$ cat src/rtl/width_decoder.sv
// Load/store access-width decoder: funct3 -> width code {unsigned, size[1:0]},
// with a combinational result and a stallable, flushable registered copy.
module width_decoder (
  input  logic       clk,
  input  logic       reset,
  input  logic [2:0] funct3,
  input  logic       WidthOp,
  input  logic       en,
  input  logic       flush,
  output logic [2:0] WidthSrc,
  output logic       WidthIllegal,
  output logic [2:0] WidthSrcR,
  output logic       WidthIllegalR
);

  logic [2:0] width_src_q;
  logic       width_illegal_q;
  logic [2:0] width_src_d;
  logic       width_illegal_d;

  // Returns {illegal, code}; unsupported encodings decode to word so the
  // width path never carries X or a reserved code.
  function automatic logic [3:0] decode_width(input logic op, input logic [2:0] f3);
    logic [3:0] res;
    res = 4'b0_000;
    if (op) begin
      case (f3)
        3'b010:  res = 4'b0_000;
        3'b001:  res = 4'b0_010;
        3'b000:  res = 4'b0_001;
        3'b101:  res = 4'b0_110;
        3'b100:  res = 4'b0_101;
        default: res = 4'b1_000;
      endcase
    end
    return res;
  endfunction

  always_comb begin
    {WidthIllegal, WidthSrc} = decode_width(WidthOp, funct3);
  end

  always_comb begin
    width_src_d     = width_src_q;
    width_illegal_d = width_illegal_q;
    if (flush) begin
      width_src_d     = 3'b000;
      width_illegal_d = 1'b0;
    end else if (en) begin
      width_src_d     = WidthSrc;
      width_illegal_d = WidthIllegal;
    end
  end

  // Register stage: reset over flush over enable
  always_ff @(posedge clk) begin
    if (reset) begin
      width_src_q     <= 3'b000;
      width_illegal_q <= 1'b0;
    end else begin
      width_src_q     <= width_src_d;
      width_illegal_q <= width_illegal_d;
    end
  end

  assign WidthSrcR     = width_src_q;
  assign WidthIllegalR = width_illegal_q;

endmodule

$ cat config.mk
export PLATFORM = sky130hd
export DESIGN_NAME = width_decoder
export DESIGN_NICKNAME = d
export VERILOG_FILES = /design/src/rtl/width_decoder.sv
export SDC_FILE = /design/constraint.sdc
export NUM_CORES = 1
export LEC_CHECK = 0
export ABC_AREA = 1
export BUFFER_PORTS_ARGS = -buffer_cell sky130_fd_sc_hd__buf_2
export CAP_MARGIN = 15
export CORE_AREA = 2 2 39 41
export CTS_CLUSTER_DIAMETER = 150
export DETAILED_ROUTE_END_ITERATION = 10
export DIE_AREA = 0 0 41 43
export GPL_ROUTABILITY_DRIVEN = 0
export PLACE_DENSITY = 0.43
export SLEW_MARGIN = 5
export SYNTH_ARGS = -nofsm -noshare
export SYNTH_HDL_FRONTEND = slang
export SYNTH_SLANG_ARGS = --single-unit
$ cat constraint.sdc
create_clock -name clk -period 0.8 [get_ports clk]
set_input_delay 0.16 -clock clk [delete_from_list [all_inputs] [get_ports clk]]
set_output_delay 0.16 -clock clk [all_outputs]
set_load 0.005 [all_outputs]
### Word-level counts from Yosys, hierarchy flattened

Index checks and enable logic that the tools add are counted.

* output and inout bits: 8
* register bits: 4
* logic and storage cells: 10

* equal/unequal tests: 4
* mux-type cells: 2
* reduce and logical (&&, ||, !) cells: 2

Operator list (number)
* $pmux W4 S5: 1
* $eq A3 B3 Y1 const B: 2
* $mux W4: 1
* $eq A3 B1 Y1 const B: 1
* $eq A3 B2 Y1 const B: 1
* $logic_not A3 Y1: 1
* $reduce_or A2 Y1: 1

### Depth between registers and ports, before layout

Gate-level depths: netlist (run 1).

* depth in word-level cells: 3
* gate-level depth with buffers: 4
* mapped depth without buffers: 4

### Worst setup path after synthesis (run 1)

OpenSTA, ideal clock, no wires.

* path type: reg2reg
* start point: reg WidthIllegalR (netlist name)
* end point: reg width_illegal_q (netlist: WidthIllegalR)
* data required time: 0.683 ns
* setup slack: 0.228 ns
* data arrival time: 0.455 ns
* cell stages (with the launch flop): 3
* path buffers: 0
* period minus slack after synthesis: 0.572 ns
* cells stage by stage: dfxtp_1 o21ai_1 a21oi_1

RTL lines
* end signal: assignment: RTL line 62 `width_illegal_q <= width_illegal_d;`
* end: declaration: RTL line 17 `logic width_illegal_q;`

### Final worst setup path (run 1)

* start point: reg width_src_q[1] (netlist: WidthSrcR[1])
* end point: out WidthSrcR[1]

RTL lines
* start: declaration: RTL line 16 `logic [2:0] width_src_q;`
* start signal: assignment: RTL line 61 `width_src_q <= width_src_d;`
* end: declaration: RTL line 12 `output logic [2:0] WidthSrcR,`

No word-level cell between the ends.

==> results of run 1 <==
## Yosys cell counts
library cell / n
sky130_fd_sc_hd__o21ai_1: 4
sky130_fd_sc_hd__dfxtp_1: 4
sky130_fd_sc_hd__nor2_2: 1
sky130_fd_sc_hd__a21oi_1: 4
sky130_fd_sc_hd__inv_1: 8
sky130_fd_sc_hd__nand2_1: 3
sky130_fd_sc_hd__nand3_1: 3
## power by group through the flow
stage	logic (W)	registers (W)	clock network (W)
6_report	0.0000776	0.000212	0.000245
5_1_grt	0.0000883	0.000212	0.000273
4_1_cts	0.0000726	0.000212	0.000262
3_5_place_dp	0.0000720	0.000214	0
3_3_place_gp	0.0000720	0.000214	0
2_1_floorplan	0.0000273	0.000215	0
## repair_timing
item | 4_1_cts | 5_1_grt
pin swaps | 0 | 2
resized for setup | 4 | 3
buffers inserted | 0 | 1
hold buffers | 0 | 0
endpoints found under the setup margin | 4 | 8
## cell type report
cell class | count | area [sq um] | share of cell area, %
clock buffers | 3 | 22.5 | 7.09
inverters | 8 | 30.0 | 9.45
multi-input cells | 15 | 77.6 | 24.4
flip-flops and latches | 4 | 85.1 | 26.8
well taps | 16 | 20.0 | 6.30
repair buffers | 16 | 82.6 | 26.0
## kinds of logic (layout without fill, tap and decap cells)
group	count (synthesis)	count (layout)	synth area share [%]
compound gates	8	8	21.9
buf+inv	8	27	16.4
flops	4	4	43.8
simple gates	7	7	17.8
## registers in the layout (all words and copies together), names as in the netlist
register and count:
WidthIllegalR 1, WidthSrcR 3
## routing by layer
| metal | track usage (%) | up-vias | share of wire, % |
|---|---|---|---|
| met5 | 0 | - | 0 |
| met4 | 8.00 | 0 | 0 |
| met3 | 4.71 | 0 | 11 |
| met2 | 8.13 | 7 | 50 |
| met1 | 8.04 | 96 | 39 |
| li1 | - | 122 | - |
## per-stage QoR
step                      hold slack (ns)  util [%]  instance area, sq um
final                               0.196      23.0                   318
after global placement              0.449      20.1                   278
after CTS                           0.190      22.1                   305
after floorplan                     0.250         -                   183
after global routing                0.217      23.0                   318
after detailed placement            0.444      20.1                   278
## worst max-delay path by stage
stage	slack, ns	cells past startpoint	endpoint	startpoint
finish	-0.02	1	WidthSrcR[1]	WidthSrcR[1]$_SDFFE_PP0P_
floorplan	0.23	2	WidthIllegalR$_SDFFE_PP0P_	WidthIllegalR$_SDFFE_PP0P_
global route	-0.04	1	WidthSrcR[1]	WidthSrcR[1]$_SDFFE_PP0P_
global placement	0.03	5	WidthSrc[0]	funct3[1]
CTS	-0.03	1	WidthSrcR[1]	WidthSrcR[1]$_SDFFE_PP0P_
detailed placement	0.03	5	WidthSrc[0]	funct3[1]
==> reports/qor.yml, run 1 <==
grt:
  number_of_antenna_violations_at_the_first_check_in_global_routing: 0
  total_grt_overflow: 0
  wire_length_of_the_first_global_routing_pass_um: 765
  grt_pass1_vias: 209
  grt_start_max_net_pins: 9
  groute.usage.overall_pct: 7.23
timing:
  timing.setup.tns_ns: -0.0583
  fin_ws_ns: -0.0189
  final-setup-viol-count: 4
  post-route-min-period_ns: 0.819
  worst_pin_slew_ns: 0.140
  max_clock_freq_mhz: 1220
  final-hold-violation-count: 0
  final_min_period_over_clock_period_pct: 102
  final_max_slew_viol_count: 0
  rsz_0062_raised_after_global_routing: "true"
  fin_worst_skew_ns: 0
  slew_headroom_pct: 90.7
detailed_routing:
  drt_wl_total_um: 495
  avgViaCountPerCell: 3.63
  total_drc_errors_in_the_routed_layout: 0
  wire_per_inst_um: 7.98
  antenna_violating_nets_left: 0
  via_count: 225
  dr.first_iter.drc_count: 2
  drt_first_pass_iters: 4
synth:
  post_synth_inst_count: 27
  ys_seq_area_share_pct: 43.8
  yosys-top-cells-area: "sky130_fd_sc_hd__dfxtp_1 (44%), sky130_fd_sc_hd__inv_1 (16%), sky130_fd_sc_hd__a21oi_1 (11%), sky130_fd_sc_hd__o21ai_1 (11%), sky130_fd_sc_hd__nand3_1 (8.2%)"
  average_instance_area_after_synthesis_sq_um: 6.77
  post_synth_num_cell_types: 7
  synth.largest_area_cell: "sky130_fd_sc_hd__dfxtp_1"
  postSynthNetCount: 35
  synth.yosys.warnings: 0
  synthDominantCellAreaShare_pct: 43.8
  synthesis.area_sq_um: 183
  yosys_register_bits: 4
floorplanning:
  floorplan.initialDensity_pct: 13.2
  fp.dieH_um: 43
  io-pin-count: 16
  dieArea_sq_um: 1760
  placeableCoreArea_sq_um: 1380
  placementRows: 14
  dieWidth_um: 41
setup_path:
  buffers_plus_inverters_on_the_worst_setup_path: 1
  cp_top_family: "flip-flops"
  path_cells: "buf_2"
  worst_r2r_endpoint: "WidthIllegalR$_SDFFE_PP0P_"
  worst_setup_path_start_kind: "flip-flop"
  regToRegStartpoint: "WidthIllegalR$_SDFFE_PP0P_"
  critPathRequiredTime_ns: 0.64
  cp_slowest_stage_delay_ns: 0.31
  timing.critical_path.fanout_max: 2
  reg2reg_slack_ns: 0.21
  critical_path.slowest_cell: "sky130_fd_sc_hd__dfxtp_2"
  critPathKind: "flip-flop to output port"
  crit_path_end_kind: "output port"
  crit_arrival_ns: 0.66
  worst_r2r_path_depth: 2
status:
  violations: "negative setup slack"
  run_status: "finished, violations left"
worst_hold_path:
  min_path_cells: 2
  timing.hold.worst.start: "en"
  whs_endpoint: "WidthSrcR[2]$_SDFFE_PP0P_"
  hold_path.class: "input pin to flip-flop"
cts:
  cts-htree-levels: 1
  cts.clk_slew.worst_paths_ns: 0.04
  clock_insertion_delay_worst_skew_ns: 0.23
  cts_buffer_depth: 2
  cts-buffers-inserted: 3
  cts.sink_count: 4
  cts_root_buf: "sky130_fd_sc_hd__clkbuf_4"
  cts_tree: "done"
placement:
  placed_cells_incl_taps: 58
  preCtsSetupSlack_ns: 0.0261
  port_buffers: 15
power:
  pwr-share-clk_pct: 45.8
  cellPowerDensity_nw_per_um2: 1680
  cellLeakagePower_nw: 0.201
  p_int_w: 0.000414
  vdd_ir_drop_max_v: 0.000484
  netSwitchingFraction_pct: 22.6
  comb_power_share_pct: 14.5
  pwr-share-seq_pct: 39.7
  power.total_w: 0.000535
  net-switching-power_w: 0.000121
layout:
  fillCellCount: 166
  fin_nets: 56
  drive_above_1_share_pct: 58.7
  layout_common_cells: "sky130_fd_sc_hd__buf_2 (15), sky130_fd_sc_hd__inv_1 (6), sky130_fd_sc_hd__dfxtp_2 (4), sky130_fd_sc_hd__o21ai_1 (4), sky130_fd_sc_hd__a21oi_1 (4)"
  finish.cell_count_without_fillers: 62
  area_growth_pct: 74.0
  antennaDiodeCount: 0
  layout_commonest_cell: "sky130_fd_sc_hd__buf_2"
flow_run:
  maxCapViolCount: 0
No activity file was read; power rests on OpenSTA's default activity.
==> run 2: changes to the inputs <==
==> constraint.sdc (replaced) <==
create_clock -name clk -period 0.8 [get_ports clk]
set_input_delay 0.16 -clock clk [delete_from_list [all_inputs] [get_ports clk]]
set_output_delay 0.16 -clock clk [all_outputs]
set_load 0.1 [all_outputs]
==> run 2 against run 1 <==
Net effect:
- fmax fell by 9.3%
- critical path type unchanged
- design area rose by 100%
- first-iteration DRC count fell by 50%
- critical endpoint is now WidthIllegalR
- clock skew did not move
- critical path depth did not move
- combinational power rose to 4.4 times the previous value
- sequential power fell by 2%
- clock-buffer cell count did not move
- flip-flop and latch count did not move
- utilization rose by 23 points
- the flow still finishes with violations (negative setup slack)
- largest cell class is now non-clock buffers
==> reports/qor.yml, run 2 (same netlist as run 1, synthesis figures left out) <==
cts:
  cts.sink_count: 4  # unchanged
  cts_root_buf: "sky130_fd_sc_hd__clkbuf_4"
  cts-htree-levels: 1  # unchanged
  clock_insertion_delay_worst_skew_ns: 0.23  # about the same
  cts_buffer_depth: 2  # unchanged
  cts.clk_slew.worst_paths_ns: 0.04  # about the same
  cts_tree: "done"
  cts-buffers-inserted: 3  # unchanged
timing:
  fin_worst_skew_ns: 0  # unchanged
  final-hold-violation-count: 0  # unchanged
  fin_ws_ns: -0.103  # -0.0839 ns
  final_max_slew_viol_count: 0  # unchanged
  post-route-min-period_ns: 0.903  # +0.0839 ns
  rsz_0062_raised_after_global_routing: "true"
  final_min_period_over_clock_period_pct: 113  # +10 points
  worst_pin_slew_ns: 0.157  # +0.0166 ns
  max_clock_freq_mhz: 1110  # -9.3%
  slew_headroom_pct: 89.5  # -1.1 points
  final-setup-viol-count: 7  # +3
grt:
  number_of_antenna_violations_at_the_first_check_in_global_routing: 0  # unchanged
  grt_pass1_vias: 255  # +22%
  global_route.usage.met1_pct: 9.65  # +1.6 points
  globalRouteMet3Util_pct: 3.14  # -1.6 points
  top_usage_layer: "met2"
  total_grt_overflow: 0  # unchanged
  grt_start_max_net_pins: 9  # unchanged
  wire_length_of_the_first_global_routing_pass_um: 952  # +24%
  grt_util_met2_pct: 11.6  # +3.4 points
  groute.usage.overall_pct: 8.23  # +1.0 points
detailed_routing:
  antenna_violating_nets_left: 0  # unchanged
  avgViaCountPerCell: 3.57  # -1.5%
  drt_wl_total_um: 510  # +3.0%
  via_count: 243  # +8.0%
  drt_first_pass_iters: 2  # -2
  dr.first_iter.drc_count: 1  # -1
  wire_per_inst_um: 7.50  # -6.1%
  total_drc_errors_in_the_routed_layout: 0  # unchanged
worst_hold_path:
  hold_path.class: "input pin to flip-flop"
placement:
  placed_cells_incl_taps: 62  # +6.9%
  port_buffers: 15  # unchanged
  place_hpwl_um: 436
floorplanning:
  dieArea_sq_um: 1760  # unchanged
  floorplan.initialDensity_pct: 13.2  # unchanged
  placeableCoreArea_sq_um: 1380  # unchanged
  io-pin-count: 16  # unchanged
  fp.dieH_um: 43  # unchanged
  dieWidth_um: 41  # unchanged
  placementRows: 14  # unchanged
setup_path:
  path_cells: "buf_12"
  critPathKind: "flip-flop to output port"
  reg2reg_slack_ns: 0.17  # -0.04 ns
  worst_setup_path_start_kind: "flip-flop"
  crit_path_end_kind: "output port"
  critical_path.slowest_cell: "sky130_fd_sc_hd__dfxtp_4"
  critPathRequiredTime_ns: 0.64  # about the same
  buffers_plus_inverters_on_the_worst_setup_path: 1  # unchanged
  crit_arrival_ns: 0.74  # +0.08 ns
  timing.critical_path.to: "WidthIllegalR"
  cp_num_cells: 1  # unchanged
  cp_slowest_stage_delay_ns: 0.35  # +0.04 ns
  worst_r2r_endpoint: "WidthIllegalR$_SDFFE_PP0P_"
  timing.critical_path.fanout_max: 2  # unchanged
  worst_setup_startpoint: "WidthIllegalR$_SDFFE_PP0P_"
  worst_r2r_path_depth: 2  # unchanged
  regToRegStartpoint: "WidthIllegalR$_SDFFE_PP0P_"
  cp_top_family: "flip-flops"
layout:
  drive_above_1_share_pct: 84.6  # +26 points
  antennaDiodeCount: 0  # unchanged
  finish.cell_count_without_fillers: 68  # +9.7%
  layout_commonest_cell: "sky130_fd_sc_hd__buf_12"
  fin_nets: 62  # +11%
  final_core_util_pct: 46.0  # +23 points
  area_growth_pct: 249
  largest_register_ffs: 3  # unchanged
  layout_common_cells: "sky130_fd_sc_hd__buf_12 (10), sky130_fd_sc_hd__buf_4 (7)"
power:
  pwr-share-clk_pct: 30.8  # -15 points
  net-switching-power_w: 0.000279  # +130%
  cellPowerDensity_nw_per_um2: 1230  # -27%
  pwr-share-seq_pct: 26.3  # -13 points
  cellLeakagePower_nw: 0.254  # +26%
  vdd_ir_drop_max_v: 0.000509  # +5.1%
  comb_power_share_pct: 43.0  # +29 points
  p_int_w: 0.000507  # +23%
  netSwitchingFraction_pct: 35.4  # +13 points
flow_run:
  maxCapViolCount: 0  # unchanged
status:
  run_status: "finished, violations left"
  violations: "negative setup slack"
run 2: cell type report:
class,count,area [sq um]
sequential,4,95.1
timing repair buffer,22,290
inverter,8,81.3
fill,130,747
clock buffer,3,22.5
tap,16,20.0
multi-input combinational,15,128
run 2: what timing repair did:
item | 4_1_cts | 5_1_grt
gates resized for setup | 11 | 1
setup endpoints to repair | 8 | 8
setup buffers | 3 | 0
hold buffers | 0 | 0
pin swaps | 2 | 2
run 2: worst min-delay path by stage:
stage / start / to / slack (ns) / cells past startpoint
after detailed placement: en / WidthSrcR[2]$_SDFFE_PP0P_ / 0.44 / 2
after global placement: en / WidthSrcR[1]$_SDFFE_PP0P_ / 0.43 / 2
final: en / WidthSrcR[1]$_SDFFE_PP0P_ / 0.20 / 2
after floorplan: en / WidthSrcR[1]$_SDFFE_PP0P_ / 0.24 / 1
after CTS: en / WidthSrcR[1]$_SDFFE_PP0P_ / 0.20 / 2
after global routing: en / WidthSrcR[0]$_SDFFE_PP0P_ / 0.20 / 2
run 2: routing by layer:
layer,vias up,share of wire (%),wire (um)
met5,-,0,0
met4,0,0,0
met3,0,5.5,28
met2,7,56,285
met1,99,38,196
li1,137,-,-
run 2: power groups by stage:
| stage | clock network, W | logic [W] | registers [W] |
|---|---|---|---|
| after floorplan | 0 | 0.000127 | 0.000257 |
| after global placement | 0 | 0.000309 | 0.000210 |
| after global routing | 0.000288 | 0.000351 | 0.000207 |
| after detailed placement | 0 | 0.000308 | 0.000210 |
| final | 0.000242 | 0.000338 | 0.000207 |
| after CTS | 0.000252 | 0.000338 | 0.000207 |
run 2: metrics by stage:
step	hold slack [ns]	total power, W	setup TNS, ns	cell area (sq um)	worst slack [ns]
2_1_floorplan	0.240	0.000385	-0.0928	304	-0.0587
3_3_place_gp	0.435	0.000519	-0.577	549	-0.140
3_5_place_dp	0.435	0.000519	-0.585	549	-0.137
4_1_cts	0.196	0.000796	-0.539	632	-0.113
5_1_grt	0.197	0.000846	-0.702	637	-0.139
6_report	0.202	0.000786	-0.471	637	-0.103
